==> src/rtl/e203_oitf_pkg.sv <==
// Shared types and helpers for the out-of-order-completion OITF.
// Holds the entry payload, the default sizing and the wrap-aware pointer increment.
package e203_oitf_pkg;

  localparam int DEF_DEPTH  = 4;
  localparam int DEF_RIDX_W = 5;
  localparam int DEF_PC_W   = 32;

  typedef struct packed {
    logic [DEF_RIDX_W-1:0] rdidx;
    logic                  rdwen;
    logic                  rdfpu;
    logic [DEF_PC_W-1:0]   pc;
  } oitf_entry_t;

  // ext is {wrap_flag, ptr}; counting modulo 2*depth toggles the flag on each wrap.
  function automatic int ptr_inc(input int ext, input int depth);
    return (ext + 1) % (2 * depth);
  endfunction

endpackage

==> src/rtl/e203_oitf_dep_match.sv <==
// Compares one dispatch register operand against every live OITF destination.
// Raises match when any live entry writes the same register in the same file.
module e203_oitf_dep_match #(
  parameter int DEPTH  = 4,
  parameter int RIDX_W = 5
) (
  input  logic [DEPTH-1:0]        ent_live,
  input  logic [DEPTH-1:0]        ent_fpu,
  input  logic [DEPTH*RIDX_W-1:0] ent_idx,
  input  logic                    src_en,
  input  logic                    src_fpu,
  input  logic [RIDX_W-1:0]       src_idx,
  output logic                    match
);

  logic [DEPTH-1:0] hit;

  for (genvar gi = 0; gi < DEPTH; gi++) begin : g_cmp
    assign hit[gi] = ent_live[gi] & (ent_fpu[gi] == src_fpu) &
                     (ent_idx[gi*RIDX_W +: RIDX_W] == src_idx);
  end

  assign match = src_en & (|hit);

endmodule

==> src/rtl/e203_exu_oitf_ooc.sv <==
// Outstanding-instruction track FIFO: in-order allocate, out-of-order completion,
// in-order retire of the completed head, dispatch hazard flags and full flush.
module e203_exu_oitf_ooc
  import e203_oitf_pkg::*;
#(
  parameter int DEPTH  = DEF_DEPTH,
  parameter int RIDX_W = DEF_RIDX_W,
  parameter int PC_W   = DEF_PC_W,
  parameter int PTR_W  = $clog2(DEPTH)
) (
  input  logic              clk,
  input  logic              rst_n,
  input  logic              flush_req,
  input  logic              dis_ena,
  output logic              dis_ready,
  output logic [PTR_W-1:0]  dis_ptr,
  input  logic              disp_i_rs1en,
  input  logic              disp_i_rs2en,
  input  logic              disp_i_rs3en,
  input  logic              disp_i_rs1fpu,
  input  logic              disp_i_rs2fpu,
  input  logic              disp_i_rs3fpu,
  input  logic [RIDX_W-1:0] disp_i_rs1idx,
  input  logic [RIDX_W-1:0] disp_i_rs2idx,
  input  logic [RIDX_W-1:0] disp_i_rs3idx,
  input  logic              disp_i_rdwen,
  input  logic              disp_i_rdfpu,
  input  logic [RIDX_W-1:0] disp_i_rdidx,
  input  logic [PC_W-1:0]   disp_i_pc,
  input  logic              cmp_ena,
  input  logic [PTR_W-1:0]  cmp_ptr,
  output logic              ret_valid,
  input  logic              ret_ready,
  output logic [PTR_W-1:0]  ret_ptr,
  output logic [RIDX_W-1:0] ret_rdidx,
  output logic              ret_rdwen,
  output logic              ret_rdfpu,
  output logic [PC_W-1:0]   ret_pc,
  output logic              oitfrd_match_disprs1,
  output logic              oitfrd_match_disprs2,
  output logic              oitfrd_match_disprs3,
  output logic              oitfrd_match_disprd,
  output logic              oitf_empty,
  output logic [PTR_W:0]    oitf_cnt
);

  logic [DEPTH-1:0] valid_reg, done_reg;
  oitf_entry_t      ent_reg [DEPTH];
  logic [PTR_W:0]   alloc_reg, head_reg;
  logic [PTR_W:0]   alloc_next, head_next;
  logic [PTR_W-1:0] alloc_idx, head_idx;
  logic             full, dis_fire, ret_fire;

  assign alloc_idx  = alloc_reg[PTR_W-1:0];
  assign head_idx   = head_reg[PTR_W-1:0];
  assign alloc_next = (PTR_W+1)'(ptr_inc(int'(alloc_reg), DEPTH));
  assign head_next  = (PTR_W+1)'(ptr_inc(int'(head_reg), DEPTH));

  assign full       = (alloc_idx == head_idx) & (alloc_reg[PTR_W] != head_reg[PTR_W]);
  assign oitf_empty = (alloc_reg == head_reg);
  assign oitf_cnt   = alloc_reg - head_reg;
  assign dis_ready  = ~full;
  assign dis_ptr    = alloc_idx;
  assign ret_ptr    = head_idx;
  assign ret_valid  = valid_reg[head_idx] & done_reg[head_idx];
  assign dis_fire   = dis_ena & dis_ready;
  assign ret_fire   = ret_valid & ret_ready;

  assign ret_rdidx  = RIDX_W'(ent_reg[head_idx].rdidx);
  assign ret_rdwen  = ent_reg[head_idx].rdwen;
  assign ret_rdfpu  = ent_reg[head_idx].rdfpu;
  assign ret_pc     = PC_W'(ent_reg[head_idx].pc);

  // Dispatch, completion and retire touch distinct slots, so their bit updates never collide.
  always_ff @(posedge clk or negedge rst_n) begin
    if (!rst_n) begin
      valid_reg <= '0;
      done_reg  <= '0;
      alloc_reg <= '0;
      head_reg  <= '0;
    end else if (flush_req) begin
      valid_reg <= '0;
      done_reg  <= '0;
      alloc_reg <= '0;
      head_reg  <= '0;
    end else begin
      if (cmp_ena && valid_reg[cmp_ptr]) begin
        done_reg[cmp_ptr] <= 1'b1;
      end
      if (dis_fire) begin
        valid_reg[alloc_idx] <= 1'b1;
        done_reg[alloc_idx]  <= 1'b0;
        alloc_reg            <= alloc_next;
      end
      if (ret_fire) begin
        valid_reg[head_idx] <= 1'b0;
        head_reg            <= head_next;
      end
    end
  end

  always_ff @(posedge clk) begin
    if (dis_fire && !flush_req) begin
      ent_reg[alloc_idx] <= '{rdidx: DEF_RIDX_W'(disp_i_rdidx), rdwen: disp_i_rdwen,
                              rdfpu: disp_i_rdfpu, pc: DEF_PC_W'(disp_i_pc)};
    end
  end

  always_ff @(posedge clk) begin
    if (rst_n && !flush_req && cmp_ena && dis_fire) begin
      assert (cmp_ptr != alloc_idx);
    end
  end

  logic [DEPTH-1:0]        ent_live, ent_fpu;
  logic [DEPTH*RIDX_W-1:0] ent_idx;

  for (genvar gi = 0; gi < DEPTH; gi++) begin : g_ent
    assign ent_live[gi] = valid_reg[gi] & ent_reg[gi].rdwen;
    assign ent_fpu[gi]  = ent_reg[gi].rdfpu;
    assign ent_idx[gi*RIDX_W +: RIDX_W] = RIDX_W'(ent_reg[gi].rdidx);
  end

  // Port order: rs1, rs2, rs3, rd.
  logic [3:0]             src_en, src_fpu, match;
  logic [3:0][RIDX_W-1:0] src_idx;

  assign src_en  = {disp_i_rdwen, disp_i_rs3en, disp_i_rs2en, disp_i_rs1en};
  assign src_fpu = {disp_i_rdfpu, disp_i_rs3fpu, disp_i_rs2fpu, disp_i_rs1fpu};
  assign src_idx = {disp_i_rdidx, disp_i_rs3idx, disp_i_rs2idx, disp_i_rs1idx};

  for (genvar gi = 0; gi < 4; gi++) begin : g_match
    e203_oitf_dep_match #(.DEPTH(DEPTH), .RIDX_W(RIDX_W)) u_match (
      .ent_live (ent_live),
      .ent_fpu  (ent_fpu),
      .ent_idx  (ent_idx),
      .src_en   (src_en[gi]),
      .src_fpu  (src_fpu[gi]),
      .src_idx  (src_idx[gi]),
      .match    (match[gi])
    );
  end

  assign oitfrd_match_disprs1 = match[0];
  assign oitfrd_match_disprs2 = match[1];
  assign oitfrd_match_disprs3 = match[2];
  assign oitfrd_match_disprd  = match[3];

endmodule

==> config.mk <==
export PLATFORM = sky130hd
export DESIGN_NAME = e203_exu_oitf_ooc
export DESIGN_NICKNAME = d
export VERILOG_FILES = /design/src/rtl/e203_oitf_pkg.sv /design/src/rtl/e203_oitf_dep_match.sv /design/src/rtl/e203_exu_oitf_ooc.sv
export SDC_FILE = /design/constraint.sdc
export NUM_CORES = 1
export LEC_CHECK = 0
export CAP_MARGIN = 10
export CORE_MARGIN = 2
export CORE_UTILIZATION = 25
export DETAILED_ROUTE_END_ITERATION = 10
export GPL_TIMING_DRIVEN = 0
export MAX_ROUTING_LAYER = met4
export PLACE_DENSITY = 0.46
export SLEW_MARGIN = 20
export SYNTH_ARGS = -nofsm -noshare
export SYNTH_HDL_FRONTEND = slang
export SYNTH_SLANG_ARGS = --single-unit
export TNS_END_PERCENT = 20
==> constraint.sdc <==
create_clock -name clk -period 3.55 [get_ports clk]
set_input_delay 0.355 -clock clk [delete_from_list [all_inputs] [get_ports clk]]
set_output_delay 0.355 -clock clk [all_outputs]
set_load 0.01 [all_outputs]
==> run_results.csv <==
group,metric,value,unit
power_and_ir_drop,p_leak,3.18,nW
worst_setup_path,crit_arrival,2.75,ns
global_route,grt_max_degree,40,
placement,dp.cells,978,
floorplan,die_area,32500,sq um
floorplan,rows,64,
detailed_routing,dr.pass1.iters,4,
sta,fin_ws,0.444,ns
cells_and_area,nFillCells,3008,
sta,setup_viol,0,
worst_setup_path,cp_slowest_cell,"mux4_2",
placement,post-place-ws,0.694,ns
detailed_routing,final_antenna_net_count,0,
placement,gp_congestion,0.901,
yosys,synthArstFlopShare,8.24,%
clock_network,clockBufferDepth,2,
yosys,synth_cell_types,33,
detailed_routing,drc,0,
clock_network,htreeDepth,4,
global_route,gr-total-overflow,0,
power_and_ir_drop,pwr-share-clk,40.5,%
global_route,track_usage,12.9,%
sta,hold_viol,0,
yosys,synth_top_family_by_area,"multiplexers",
cells_and_area,drive_above_1_share,14.0,%
worst_setup_path,path_cells,"buf_2, buf_2, mux4_2, clkdlybuf4s50_1",
sta,post-route-min-period,3.11,ns
floorplan,dieHeight,180,um
clock_network,cts_sinks,170,
worst_setup_path,path_buf_inv,3,
worst_setup_path,crit_family,"buffers and inverters",
yosys,synthMuxAreaShare,11.7,%
worst_setup_path,crit_path_max_fanout,10,
yosys,ys_warn_count,0,
sta,fmaxAchievable,322,MHz
yosys,synthXorXnorAreaFrac,11.3,%
clock_network,post_cts_resized,0,
worst_setup_path,cp_common_cell,"buf_2",
global_route,grt_pass1_vias,5028,
power_and_ir_drop,power_frac_seq,50.6,%
clock_network,cts_hold_buf,0,
sta,fin_skew,0.0176,ns
detailed_routing,via_count,4487,
global_route,antenna_found_initial,1,
sta,tns,0,ns
sta,relSlewSlack,47.6,%
floorplan,io_pins,121,
clock_network,cts_made_buffers,17,
yosys,synth_area,7760,sq um
power_and_ir_drop,power_density,448,nW/um^2
worst_setup_path,crit_path_end_kind,"primary output",
yosys,synthFlopType,"edfxtp_1",
clock_network,post_cts_buffers,0,
clock_network,clkTransAtPathRegs,0.07,ns
sta,worstMarginPinSlew,0.786,ns
clock_network,clock-root-buffer,"clkbuf_16",
sta,finalCritPeriodShare,87.5,%
cells_and_area,final_common_cell,"edfxtp_1",
min_path,hp-class,"input pin to async pin",
cells_and_area,largest_register_ffs,156,
cells_and_area,layout.cells.non_filler,1011,
power_and_ir_drop,ir_worst_vdd,313,uV
yosys,syn_area_per_cell,16.6,sq um
placement,io_buffers,115,
job,maxCapViolations,0,
worst_setup_path,timing_worst_setup_path_type,"flop to primary output",
yosys,synth_nets,546,
sta,rsz0062_at_grt,"false",
cells_and_area,nNetsFinal,680,
detailed_routing,drtIter0Drc,203,
worst_setup_path,slowest_delay,0.60,ns
sta,final_max_slew_viol_count,0,
clock_network,cts_tree,"yes",
clock_network,clk_latency,0.42,ns
power_and_ir_drop,pwr-share-comb,8.9,%
power_and_ir_drop,p_int,0.00344,W
yosys,synth_compound_area_share,2.76,%
power_and_ir_drop,switchingPower,0.00103,W
detailed_routing,avgViaCountPerCell,4.44,
global_route,grt_pass1_wl,30500,um
placement,hpwl,13600,um
yosys,ys_ff_latch,170,
floorplan,coreArea,30600,sq um
worst_setup_path,cp-start-kind,"flop",
worst_setup_path,cp.required,3.19,ns
cells_and_area,layout_common_cells,"edfxtp_1, clkdlybuf4s50_1, xnor2_1",
detailed_routing,wirelength,20000,um
outcome,status,"completed",
detailed_routing,wire_per_inst,19.8,um
floorplan,die_x,180,um
yosys,synth-edff-count,156,
power_and_ir_drop,p_sw_share,23.1,%
yosys,synthSimpleGateAreaFrac,4.39,%
cells_and_area,area_growth,28.9,%
yosys,syn_inst,467,
yosys,synth_fa_ha_area_share,1.87,%
yosys,yosysSeqAreaShare,64.9,%
floorplan,initial_core_util,25.4,%
==> worst reg2reg max path: stages, from the launching register on <==
cell,delay (ns)
dfrtp_1,0.48
buf_4,0.23
inv_2,0.08
ha_1,0.29
nand2_1,0.12
o21a_1,0.14
nor2b_1,0.26
and2_4,0.66
==> cells in the mapped netlist, types with 2 or more instances <==
master / instances / area share, %
o41a_1: 4 / 0.58
xor2_1: 49 / 5.5
buf_2: 6 / 0.39
clkbuf_1: 33 / 1.6
nand3_1: 3 / 0.19
o21ai_0: 2 / 0.13
nor2_1: 4 / 0.19
o21ai_1: 2 / 0.13
nor4_1: 16 / 1.3
xnor2_1: 51 / 5.8
a21oi_1: 6 / 0.39
nand4_1: 16 / 1.3
o211ai_1: 2 / 0.19
buf_4: 5 / 0.48
a211oi_1: 8 / 0.77
a31oi_1: 3 / 0.24
ha_1: 10 / 1.6
or3_1: 2 / 0.16
edfxtp_1: 156 / 60
nand2_1: 6 / 0.29
a41oi_1: 2 / 0.23
nor2b_1: 2 / 0.16
buf_1: 3 / 0.15
dfrtp_1: 14 / 4.5
mux4_2: 40 / 12
inv_1: 8 / 0.39
and2_1: 8 / 0.65
==> power by group through the flow <==
stage	clock network (W)	registers [W]	logic [W]
floorplan	0	0.00230	0.000176
global placement	0	0.00231	0.000395
finish	0.00182	0.00226	0.000397
CTS	0.00186	0.00227	0.000405
global route	0.00194	0.00227	0.000435
detailed placement	0	0.00231	0.000402
==> layout make-up <==
cell class | count | area [sq um] | share of cell area, %
Buffer | 47 | 203 | 2.03
Clock inverter | 14 | 156 | 1.56
Clock buffer | 18 | 429 | 4.29
Antenna cell | 1 | 2.50 | 0.0250
Multi-Input combinational cell | 241 | 2500 | 25.0
Sequential cell | 170 | 5030 | 50.3
Timing Repair Buffer | 115 | 1150 | 11.5
Inverter | 9 | 33.8 | 0.338
Tap cell | 396 | 495 | 4.95
==> worst paths after layout <==
path | cells after the start | start | end | slack (ns)
max | 4 | head_reg[0]$_DFFE_PN0P_ | ret_rdwen | 0.44
min | 1 | rst_n | alloc_reg[2]$_DFFE_PN0P_ | 0.34
max reg2reg | 7 | head_reg[1]$_DFFE_PN0P_ | ent_reg[3][1]$_DFFE_PP_ | 0.89
min reg2reg | 2 | alloc_reg[2]$_DFFE_PN0P_ | alloc_reg[2]$_DFFE_PN0P_ | 0.58
max in group asynchronous | 1 | rst_n | valid_reg[2]$_DFF_PN0_ | 2.78
min in group clk | 1 | disp_i_pc[13] | ent_reg[2][13]$_DFFE_PP_ | 0.56
==> cells by family after synthesis <==
kind of cell | count (synthesis)
XOR/XNOR | 100
AND/OR/NAND/NOR | 59
AO/OA/AOI/OAI | 30
adder cells (fa/ha/maj) | 11
buffers and inverters | 56
multiplexers | 41
flip-flops | 170
==> layer usage <==
metal | vias up | track usage, % | part of all wire (%)
met5 | - | - | 0
met1 | 2296 | 15.7 | 44
met2 | 118 | 20.9 | 49
met3 | 24 | 3.15 | 5.3
met4 | 0 | 4.87 | 2.0
li1 | 2049 | - | -
==> stage by stage <==
stage / instance area, sq um / util, % / total power [W] / hold WS [ns]
finish: 10000 / 32.7 / 0.00448 / 0.339
global route: 10000 / 32.7 / 0.00465 / 0.387
CTS: 10000 / 32.7 / 0.00454 / 0.355
detailed placement: 9410 / 30.8 / 0.00271 / 0.551
global placement: 9400 / 30.7 / 0.00270 / 0.544
floorplan: 7760 / - / 0.00248 / 0.0594
No activity file was read; power rests on OpenSTA's default activity.
